### src/rtl/uart_cmd_responder.sv
// uart_cmd_responder: device end of the host-initiated serial register protocol.
// Pulls fixed-length W/R frames from the RX FIFO, executes them against a local
// register file and pushes exactly one reply byte per frame into the TX FIFO.
module uart_cmd_responder #(
    parameter int NUM_REGS       = 16,
    parameter int TIMEOUT_CYCLES = 208320
) (
    input  logic                  clk,
    input  logic                  rst,
    input  logic [7:0]            rx_data,
    input  logic                  rx_empty,
    output logic                  rx_rd_en,
    output logic [7:0]            tx_data,
    input  logic                  tx_full,
    output logic                  tx_wr_en,
    output logic [8*NUM_REGS-1:0] regs_flat,
    output logic                  busy,
    output logic [7:0]            err_cnt
);
    localparam int          AW      = (NUM_REGS > 1) ? $clog2(NUM_REGS) : 1;
    localparam logic [7:0]  CMD_W   = 8'h57;
    localparam logic [7:0]  CMD_R   = 8'h52;
    localparam logic [7:0]  RSP_OK  = 8'h4B;
    localparam logic [7:0]  RSP_UNK = 8'h3F;
    localparam logic [7:0]  RSP_ERR = 8'h45;
    // the idle cycle that would take the counter to TIMEOUT_CYCLES ends the frame
    localparam logic [31:0] TO_LAST = 32'(TIMEOUT_CYCLES - 1);

    typedef enum logic [2:0] {
        IDLE, CMD, WAIT_ADDR, ADDR, WAIT_DATA, DATA, RESP
    } state_t;

    state_t                   state;
    logic                     is_wr;
    logic                     addr_ok;
    logic [AW-1:0]            addr;
    logic [31:0]              wait_cnt;
    logic [NUM_REGS-1:0][7:0] regs;
    logic                     in_wait;
    logic                     addr_in_range;
    logic                     timeout;

    function automatic logic [7:0] sat_inc(input logic [7:0] v);
        return (v == 8'hFF) ? v : v + 8'd1;
    endfunction

    assign in_wait       = (state == WAIT_ADDR) || (state == WAIT_DATA);
    assign addr_in_range = {1'b0, rx_data} < 9'(NUM_REGS);
    assign timeout       = in_wait && rx_empty && (wait_cnt == TO_LAST);

    // FIFO strobes are decoded from the registered state and the same-cycle
    // flags, so a pop/push can never be issued against an empty/full FIFO;
    // every fetch state is followed by a capture state, so pops are >= 2 apart.
    assign rx_rd_en  = rst && !rx_empty && ((state == IDLE) || in_wait);
    assign tx_wr_en  = (state == RESP) && !tx_full;
    assign busy      = (state != IDLE);
    assign regs_flat = regs;

    // frame sequencer: state, captured command/address, reply byte, regs, error count
    always_ff @(posedge clk or negedge rst) begin
        if (!rst) begin
            state    <= IDLE;
            is_wr    <= 1'b0;
            addr_ok  <= 1'b0;
            addr     <= '0;
            wait_cnt <= '0;
            tx_data  <= '0;
            err_cnt  <= '0;
            regs     <= '0;
        end else begin
            case (state)
                IDLE: if (!rx_empty) state <= CMD;
                CMD: begin
                    is_wr <= (rx_data == CMD_W);
                    if (rx_data == CMD_W || rx_data == CMD_R) begin
                        wait_cnt <= '0;
                        state    <= WAIT_ADDR;
                    end else begin
                        tx_data <= RSP_UNK;
                        err_cnt <= sat_inc(err_cnt);
                        state   <= RESP;
                    end
                end
                WAIT_ADDR, WAIT_DATA: begin
                    if (!rx_empty) begin
                        state <= (state == WAIT_ADDR) ? ADDR : DATA;
                    end else if (timeout) begin
                        // partial frame dropped silently, only counted
                        err_cnt <= sat_inc(err_cnt);
                        state   <= IDLE;
                    end else begin
                        wait_cnt <= wait_cnt + 32'd1;
                    end
                end
                ADDR: begin
                    addr    <= rx_data[AW-1:0];
                    addr_ok <= addr_in_range;
                    if (is_wr) begin
                        wait_cnt <= '0;
                        state    <= WAIT_DATA;
                    end else begin
                        state <= RESP;
                        if (addr_in_range) begin
                            tx_data <= regs[rx_data[AW-1:0]];
                        end else begin
                            tx_data <= RSP_ERR;
                            err_cnt <= sat_inc(err_cnt);
                        end
                    end
                end
                DATA: begin
                    // a bad-address write still consumes its data byte
                    if (addr_ok) begin
                        regs[addr] <= rx_data;
                        tx_data    <= RSP_OK;
                    end else begin
                        tx_data <= RSP_ERR;
                        err_cnt <= sat_inc(err_cnt);
                    end
                    state <= RESP;
                end
                RESP: if (!tx_full) state <= IDLE;
                default: state <= IDLE;
            endcase
        end
    end
endmodule

### config.mk
export PLATFORM = sky130hd
export DESIGN_NAME = uart_cmd_responder
export DESIGN_NICKNAME = d
export VERILOG_FILES = /design/src/rtl/uart_cmd_responder.sv
export SDC_FILE = /design/constraint.sdc
export NUM_CORES = 1
export LEC_CHECK = 0
export CAP_MARGIN = 20
export CORE_MARGIN = 2
export CORE_UTILIZATION = 45
export CTS_BUF_LIST = sky130_fd_sc_hd__clkbuf_8
export CTS_CLUSTER_SIZE = 20
export DETAILED_ROUTE_END_ITERATION = 7
export GPL_ROUTABILITY_DRIVEN = 0
export HOLD_SLACK_MARGIN = 0.15
export PLACE_DENSITY_LB_ADDON = 0.15
export SYNTH_ARGS = -nofsm -noshare
export SYNTH_HDL_FRONTEND = slang
export SYNTH_SLANG_ARGS = --single-unit
### constraint.sdc
create_clock -name clk -period 2.28 [get_ports clk]
set_input_delay 0.228 -clock clk [delete_from_list [all_inputs] [get_ports clk]]
set_output_delay 0.228 -clock clk [all_outputs]
set_load 0.01 [all_outputs]
==> impl_metrics.toml, run 1 <==
[run_status]
run_status = "complete, no violations"

[yosys]
ys_ff_latch = 185
synthXorXnorAreaFrac = 0.0284
synth_compound_area_frac = 0.0464
syn-num-nets = 719
yosysMostFrequentCell = "dfrtp_1"
yosys.area.top_type_share = 0.517
yosysUniqueCellTypes = 55
synth_top_family_by_area = "multiplexers"
muxShareOfSynthArea = 0.263
synthTopCellsByArea = "dfrtp_1, mux2_2, mux4_2, xnor2_1, nand2_1"
async_reset_ff_frac = 1.00
yosysWarnings = 0
synth_adder_area_share = 0.00280
syn-cell-area_mm2 = 0.00895
synth_edf_count = 0
syn_area_per_cell_um2 = 12.7
synthFlopType = "dfrtp_1"
ys_top_cells_by_count = "dfrtp_1, mux2_2, nand2_1"
ys_seq_area_frac = 0.517
yosys.area.top_type = "dfrtp_1"
synth-simple-area-share = 0.116
synthCells = 705

[finish]
diodes = 0
final_core_util = 0.607
multi_input_area_mm2 = 0.00413
n_fill_cell = 1576
layout.nets = 932
finalNonFillerCells = 1196
fin_area_mm2 = 0.0118
area_growth_pct = 32.0
regArea_mm2 = 0.00463
drive_gt1_frac = 0.329

[route]
vias = 6690
dr.pass1.iters = 5
wl_per_cell_um = 21.1
drt_iter0_drc = 389
viasPerCell = 5.59
drc = 0
ant_nets = 0
finalWirelength_mm = 25.3

[timing]
finalMaxSlewViolations = 0
finalSetupTns_ps = 0
finalCritPeriodShare = 0.958
max-slew-margin-rel = 0.411
rsz0062_at_grt = "yes"
period_minus_slack_ps = 2180
final.setup.worst_slack_ps = 95.9
fmax_mhz = 458
setup_viol = 0
skew_ps = 24.4
tightest_slew_ps = 884
whs_ps = 256
hold_violations = 0

[clock_network]
cts_root_buf = "clkbuf_8"
clock_latency_ps = 480
clkTransAtPathRegs_ps = 110
cts_max_level = 4
cts.sinks = 185
clk_path_buf_depth = 2
cts_tree = "built"
cts_buffers = 17

[worst_setup_path]
worstPathMaxFanout = 4
path_delay_family = "simple AND/OR/NAND/NOR gates"
critPathLaunch = "wait_cnt[18]$_DFFE_PN0P_"
r2r-start = "wait_cnt[18]$_DFFE_PN0P_"
end_kind = "flip-flop"
startpoint_type = "flip-flop"
cpMaxStageDelayCell = "dfrtp_1"
worstPathCellList = "nor4_1 -> nand3_1 -> or3_4 -> a211oi_4 -> buf_4 -> mux2_2"
required_ps = 2640
worstSetupPathType = "reg2reg"
reg2reg_slack_ps = 100
max_stage_delay_ps = 440
critPathArrivalTime_ps = 2550
path_buf_inv = 1

[grt]
grt_max_degree = 119
grt_usage = 0.241
gr-total-overflow = 0
grt_antenna_before_repair = 0
grt_pass1_wl_mm = 39.2
first_global_vias = 6888

[power_and_ir_drop]
p_leak_nw = 5.08
p_int_mw = 7.89
clkPwrFrac = 0.193
combinationalPowerShare = 0.394
power_density_mw_per_mm2 = 1030
seqPwrFrac = 0.413
ir_drop_mv = 0.683
p_total_mw = 12.1
p_sw_frac = 0.351
switchingPower_mw = 4.26

[place]
dp_hpwl_mm = 17.8
dpl_cell_area_mm2 = 0.0113
io_buffer_count = 158
place_inst = 1154
place_ws_ps = -103

[die]
num_io_pins = 159
die_w_um = 145
coreArea_mm2 = 0.0195
dieArea_mm2 = 0.0210
row_count = 51
die-height_um = 145
start_util = 0.460

[min_path]
hold_path_class = "in2reg"
min_from = "rx_data[0]"

[job]
max-cap-violations = 0
final cells by class:
class,count,share of cell area
flip-flops and latches,185,0.392
repair buffers,239,0.190
inverters,11,0.00381
multi-input cells,464,0.350
clock inverters,15,0.0167
clock buffers,17,0.0198
well taps,265,0.0281
path summary, 6_finish.rpt:
path                                        endpoint  depth (start not counted)
max                           err_cnt[1]$_DFFE_PN0P_                          6
min in group asynchronous        addr_ok$_DFFE_PN0N_                          3
max reg2reg                   err_cnt[1]$_DFFE_PN0P_                          6
min                        regs_flat[24]$_DFFE_PN0P_                          3
min reg2reg                   err_cnt[7]$_DFFE_PN0P_                          1
max in group asynchronous  regs_flat[77]$_DFFE_PN0P_                          3
kinds of logic after synthesis:
family | count (synthesis)
buffers and inverters | 56
adder cells (fa/ha/maj) | 2
multiplexers | 176
XOR/XNOR | 29
AO/OA/AOI/OAI | 66
flip-flops | 185
AND/OR/NAND/NOR | 191
repair_timing:
action                                  in CTS  in global routing
setup buffers                                0                  9
hold buffers                                 1                  0
gates resized for setup                      3                  8
endpoints found under the setup margin       3                 22
hold endpoints to repair                   185                  0
gates cloned                                 0                  0
pin swaps                                    1                  3
registers in the layout (all words and copies together) (netlist names):
register,cells
addr,4
addr_ok,1
state,3
err_cnt,8
is_wr,1
wait_cnt,32
tx_data,8
regs_flat,128
power by group through the flow:
| stage | Clock [mW] | Sequential, mW | Combinational (mW) |
|---|---|---|---|
| floorplan | 0 | 5.16 | 2.00 |
| global placement | 0 | 4.99 | 4.56 |
| detailed placement | 0 | 5.05 | 4.65 |
| CTS | 2.39 | 5.00 | 4.68 |
| global route | 2.55 | 5.13 | 5.10 |
| finish | 2.34 | 5.02 | 4.78 |
metal layers:
layer / share of wire / wire length [µm] / up-vias / GRT usage
li1: - / - / 3011 / -
met1: 0.42 / 10500 / 3447 / 0.316
met2: 0.49 / 12300 / 205 / 0.387
met3: 0.078 / 1960 / 27 / 0.0748
met4: 0.019 / 471 / 0 / 0.0683
met5: 0 / 0 / - / 0
tightest hold or removal path: cells and delay by family:
family / cells / cell delay [ps]
buf+inv: 2 / 300
mux: 1 / 160
layout by cell type, fill, tap and decap left out, types with 16 or more instances in the layout:
cell	synthesis	layout
a21oi_1	20	20
nor3_1	16	16
clkdlybuf4s50_1	0	153
o21ai_0	21	21
nand4_1	16	16
nor2_1	37	37
clkbuf_8	0	17
dfrtp_1	185	185
buf_4	1	75
xnor2_1	28	28
nand2_1	38	38
mux2_2	136	136
mux4_2	34	34
Note: power is estimated with default switching activity, not from simulation.
==> run 2: changes to the inputs <==
--- a/config.mk
+++ b/config.mk
@@ -5,8 +5,9 @@
 export SDC_FILE = /design/constraint.sdc
 export NUM_CORES = 1
 export LEC_CHECK = 0
+export ABC_CLOCK_PERIOD_IN_PS = 2280
 export CAP_MARGIN = 20
-export CORE_MARGIN = 2
+export CORE_MARGIN = 1.5
 export CORE_UTILIZATION = 45
 export CTS_BUF_LIST = sky130_fd_sc_hd__clkbuf_8
 export CTS_CLUSTER_SIZE = 20
==> impl_metrics.toml, run 2 (same netlist as run 1, synthesis figures left out) <==
[run_status]
run_status = "complete, no violations"

[die]
dieArea_mm2 = 0.0207
num_io_pins = 159
die-height_um = 144
die_w_um = 144
start_util = 0.460
coreArea_mm2 = 0.0195
row_count = 51

[finish]
n_fill_cell = 1562
layout.nets = 937
layout_commonest_cell = "dfrtp_1"
final_core_util = 0.615
mostFrequentLayoutCells = "dfrtp_1, clkdlybuf4s50_1, mux2_2"
finalNonFillerCells = 1201
drive_gt1_frac = 0.339
largest_register_ffs = 128
area_growth_pct = 33.7
fin_area_mm2 = 0.0120

[place]
io_buffer_count = 158
place_inst = 1164
dp_hpwl_mm = 17.9
place_ws_ps = -142
dpl_cell_area_mm2 = 0.0114

[route]
wl_per_cell_um = 20.9
finalWirelength_mm = 25.1
viasPerCell = 5.59
ant_nets = 0
drt_iter0_drc = 395
dr.pass1.iters = 5
vias = 6712
drc = 0

[worst_setup_path]
required_ps = 2640
worstPathMaxFanout = 6
end_kind = "flip-flop"
startpoint_type = "flip-flop"
critPathArrivalTime_ps = 2570
worstSetupPathType = "reg2reg"

[grt]
grt_antenna_before_repair = 1
grt_max_degree = 107
gr-total-overflow = 0
first_global_vias = 6948
grt_usage = 0.253
grt_pass1_wl_mm = 39.4

[timing]
fmax_mhz = 452
finalMaxSlewViolations = 0
tightest_slew_ps = 603
hold_violations = 0
skew_ps = 17.2
period_minus_slack_ps = 2210
rsz0062_at_grt = "yes"
max-slew-margin-rel = 0.598
final.setup.worst_slack_ps = 65.4
finalCritPeriodShare = 0.971
setup_viol = 0

[power_and_ir_drop]
ir_drop_mv = 0.577
p_leak_nw = 5.13
power_density_mw_per_mm2 = 1020

[clock_network]
cts_max_level = 4
cts_tree = "built"
cts_buffers = 17
clk_path_buf_depth = 2
cts.sinks = 185
clkTransAtPathRegs_ps = 100
clock_latency_ps = 470
cts_root_buf = "clkbuf_8"

[min_path]
hold_path_class = "in2reg"

[job]
max-cap-violations = 0
## run 2: changes by cell type in the layout (fill, tap and decap cells not counted), moves of 2 or more
cell       change
buf_12         +5
clkinv_4       -3
inv_6          +3
inv_8          -3
bufinv_16      +2
clkinv_8       -2
dfrtp_1        -2
dfrtp_2        +2
## run 2: routing by layer
layer,GRT usage,wire length (µm),vias up
met5,0,0,-
met4,0.0671,411,0
met2,0.414,12300,205
met3,0.0679,1580,28
met1,0.333,10800,3446
li1,-,-,3033
## run 2: repair_timing
action                     in CTS  in global routing
hold endpoints to repair      185                  0
hold buffers                    1                  0
buffers inserted                3                  0
resized for setup               7                 11
pin swaps                       1                  0
setup endpoints to repair      15                 43
## run 2: worst paths after layout
path,startpoint,to,slack [ps],cells after the start
max,state[1]$_DFFE_PN0P_,regs_flat[92]$_DFFE_PN0P_,70,7
max reg2reg,state[1]$_DFFE_PN0P_,regs_flat[92]$_DFFE_PN0P_,70,7
min,rx_data[1],addr[1]$_DFFE_PN0N_,240,2
min in group asynchronous,rst,wait_cnt[0]$_DFFE_PN0P_,340,3
min reg2reg,err_cnt[5]$_DFFE_PN0P_,err_cnt[5]$_DFFE_PN0P_,500,1
max in group asynchronous,rst,addr[2]$_DFFE_PN0N_,1340,4
## run 2: final cells by class
class	instances	area, µm²	area share
diodes	1	2.50	0.000209
clock buffers	17	234	0.0196
clock inverters	14	206	0.0173
inverters	11	42.5	0.00356
multi-input cells	464	4150	0.347
flip-flops and latches	185	4630	0.387
well taps	265	332	0.0277
repair buffers	244	2360	0.198
## run 2: critical path, stage by stage (launching register included)
cell and delay, ps:
dfrtp_2 460, nand3b_2 250, buf_4 170, nor2_1 270
and3_1 290, nand3b_1 160, buf_4 220, mux2_2 280
## run 2: per-stage QoR
| stage | TNS, ps | hold WS, ps | total power, mW |
|---|---|---|---|
| detailed placement | -898 | 369 | 9.79 |
| finish | 0 | 243 | 12.3 |
| floorplan | 0 | -67.6 | 7.16 |
| CTS | 0 | 213 | 12.3 |
| global placement | -131 | 356 | 9.64 |
| global route | -18.8 | 224 | 12.9 |
## run 2: power by group
| part | total, mW | switching (mW) | internal, mW |
|---|---|---|---|
| Clock | 2.43 | 1.30 | 1.13 |
| Sequential | 5.03 | 0.857 | 4.17 |
| Combinational | 4.79 | 2.00 | 2.79 |
| Total | 12.3 | 4.16 | 8.09 |
==> run 3: changes to the inputs <==
--- a/config.mk
+++ b/config.mk
@@ -8,7 +8,7 @@
 export ABC_CLOCK_PERIOD_IN_PS = 2280
 export CAP_MARGIN = 20
 export CORE_MARGIN = 1.5
-export CORE_UTILIZATION = 45
+export CORE_UTILIZATION = 48
 export CTS_BUF_LIST = sky130_fd_sc_hd__clkbuf_8
 export CTS_CLUSTER_SIZE = 20
 export DETAILED_ROUTE_END_ITERATION = 7
==> impl_metrics.toml, run 3 (same netlist as run 1, synthesis figures left out) <==
[die]
start_util = 0.493
die_w_um = 140
row_count = 49
die-height_um = 140
dieArea_mm2 = 0.0195
num_io_pins = 159
coreArea_mm2 = 0.0181

[route]
drc = 6
dr.pass1.iters = 7
vias = 6754
ant_nets = 0
finalWirelength_mm = 24.9
viasPerCell = 5.83
wl_per_cell_um = 21.5
drt_iter0_drc = 359

[finish]
final_core_util = 0.649
n_fill_cell = 1430
layout_commonest_cell = "dfrtp_1"
multi_input_area_mm2 = 0.00412
layout.nets = 931
mostFrequentLayoutCells = "dfrtp_1, clkdlybuf4s50_1, mux2_2"
regArea_mm2 = 0.00463
largest_register_ffs = 128
drive_gt1_frac = 0.328
area_growth_pct = 31.6
finalNonFillerCells = 1159

[power_and_ir_drop]
p_sw_frac = 0.347
power_density_mw_per_mm2 = 1020
combinationalPowerShare = 0.393
p_leak_nw = 5.07
p_int_mw = 7.83
clkPwrFrac = 0.187
p_total_mw = 12.0
switchingPower_mw = 4.17
seqPwrFrac = 0.420
ir_drop_mv = 0.615

[timing]
hold_violations = 0
finalCritPeriodShare = 0.965
whs_ps = 210
rsz0062_at_grt = "yes"
max-slew-margin-rel = 0.335
period_minus_slack_ps = 2200
setup_viol = 0
skew_ps = 14.7
tightest_slew_ps = 998
finalMaxSlewViolations = 0
fmax_mhz = 454

[run_status]
run_status = "complete, but fails checks"
failed_checks = "DRC"

[grt]
grt_antenna_before_repair = 1
grt_pass1_wl_mm = 39.5
grt_usage = 0.265
first_global_vias = 7021
gr-total-overflow = 0
grt_max_degree = 79

[place]
place_inst = 1122
dp_hpwl_mm = 17.9
io_buffer_count = 158

[worst_setup_path]
worstSetupPathType = "reg2reg"
worstPathMaxFanout = 8
startpoint_type = "flip-flop"
end_kind = "flip-flop"
critPathArrivalTime_ps = 2560
required_ps = 2640

[clock_network]
cts.sinks = 185
cts_buffers = 17
cts_max_level = 4
clock_latency_ps = 470
cts_root_buf = "clkbuf_8"
clk_path_buf_depth = 2
cts_tree = "built"
clkTransAtPathRegs_ps = 100

[min_path]
hold_path_class = "in2reg"

[job]
max-cap-violations = 0
==> run 3: cell count changes in the layout (fill, tap and decap cells not counted), moves of 2 or more <==
cell	delta
bufinv_16	-2
nor4b_1	+2
nor4b_2	-2
buf_12	-3
buf_4	-4
==> run 3: timing repair <==
action                                  in CTS  in global routing
endpoints found under the setup margin      19                 47
hold endpoints to repair                   185                  0
gates resized for setup                      5                  9
pin swaps                                    2                  1
hold buffers                                 2                  0
buffers inserted                             2                  0
==> run 3: area by class of cell <==
type,count,share of cell area
diodes,1,0.000213
clock buffers,17,0.0199
clock inverters,14,0.0138
inverters,11,0.00351
multi-input cells,464,0.350
flip-flops and latches,185,0.394
well taps,229,0.0243
repair buffers,238,0.194
==> run 3: metal layers <==
layer | vias to the layer above | global-route usage | part of all wire
met1 | 3495 | 0.349 | 0.42
met3 | 24 | 0.0633 | 0.063
li1 | 3022 | - | -
met2 | 213 | 0.441 | 0.50
met5 | - | 0 | 0
met4 | 0 | 0.0745 | 0.016
==> run 3: power by group through the flow <==
| stage | Clock [mW] | Sequential (mW) | Combinational [mW] |
|---|---|---|---|
| floorplan | 0 | 5.16 | 2.00 |
| global placement | 0 | 5.00 | 4.57 |
| detailed placement | 0 | 5.07 | 4.66 |
| CTS | 2.27 | 5.02 | 4.73 |
| global route | 2.40 | 5.16 | 5.04 |
| finish | 2.24 | 5.04 | 4.72 |
==> run 3: worst paths after layout <==
check	startpoint	end	slack (ps)	cells past startpoint
max in group asynchronous	rst	regs_flat[97]$_DFFE_PN0P_	1030	3
hold reg to reg	err_cnt[5]$_DFFE_PN0P_	err_cnt[5]$_DFFE_PN0P_	520	1
hold / removal	rx_data[0]	regs_flat[56]$_DFFE_PN0P_	210	3
setup / recovery	wait_cnt[29]$_DFFE_PN0P_	err_cnt[1]$_DFFE_PN0P_	80	6
min in group asynchronous	rst	regs_flat[21]$_DFFE_PN0P_	260	3
setup reg to reg	wait_cnt[29]$_DFFE_PN0P_	err_cnt[1]$_DFFE_PN0P_	80	6
==> run 3: critical path, cell delays in order, from the launching register on <==
cell and delay [ps]:
dfrtp_1 440, nor4_2 300, nand4_1 200, or3_4 440
a211oi_4 190, buf_4 180, mux2_2 330
==> run 3: stage by stage <==
step / setup TNS, ps / cell area, µm² / setup slack, ps
2_1_floorplan: 0 / 8950 / 125
3_3_place_gp: -103 / 11300 / -51.9
3_5_place_dp: -787 / 11300 / -95.7
4_1_cts: 0 / 11700 / 12.6
5_1_grt: -9.76 / 11800 / -9.76
6_report: 0 / 11800 / 79.1
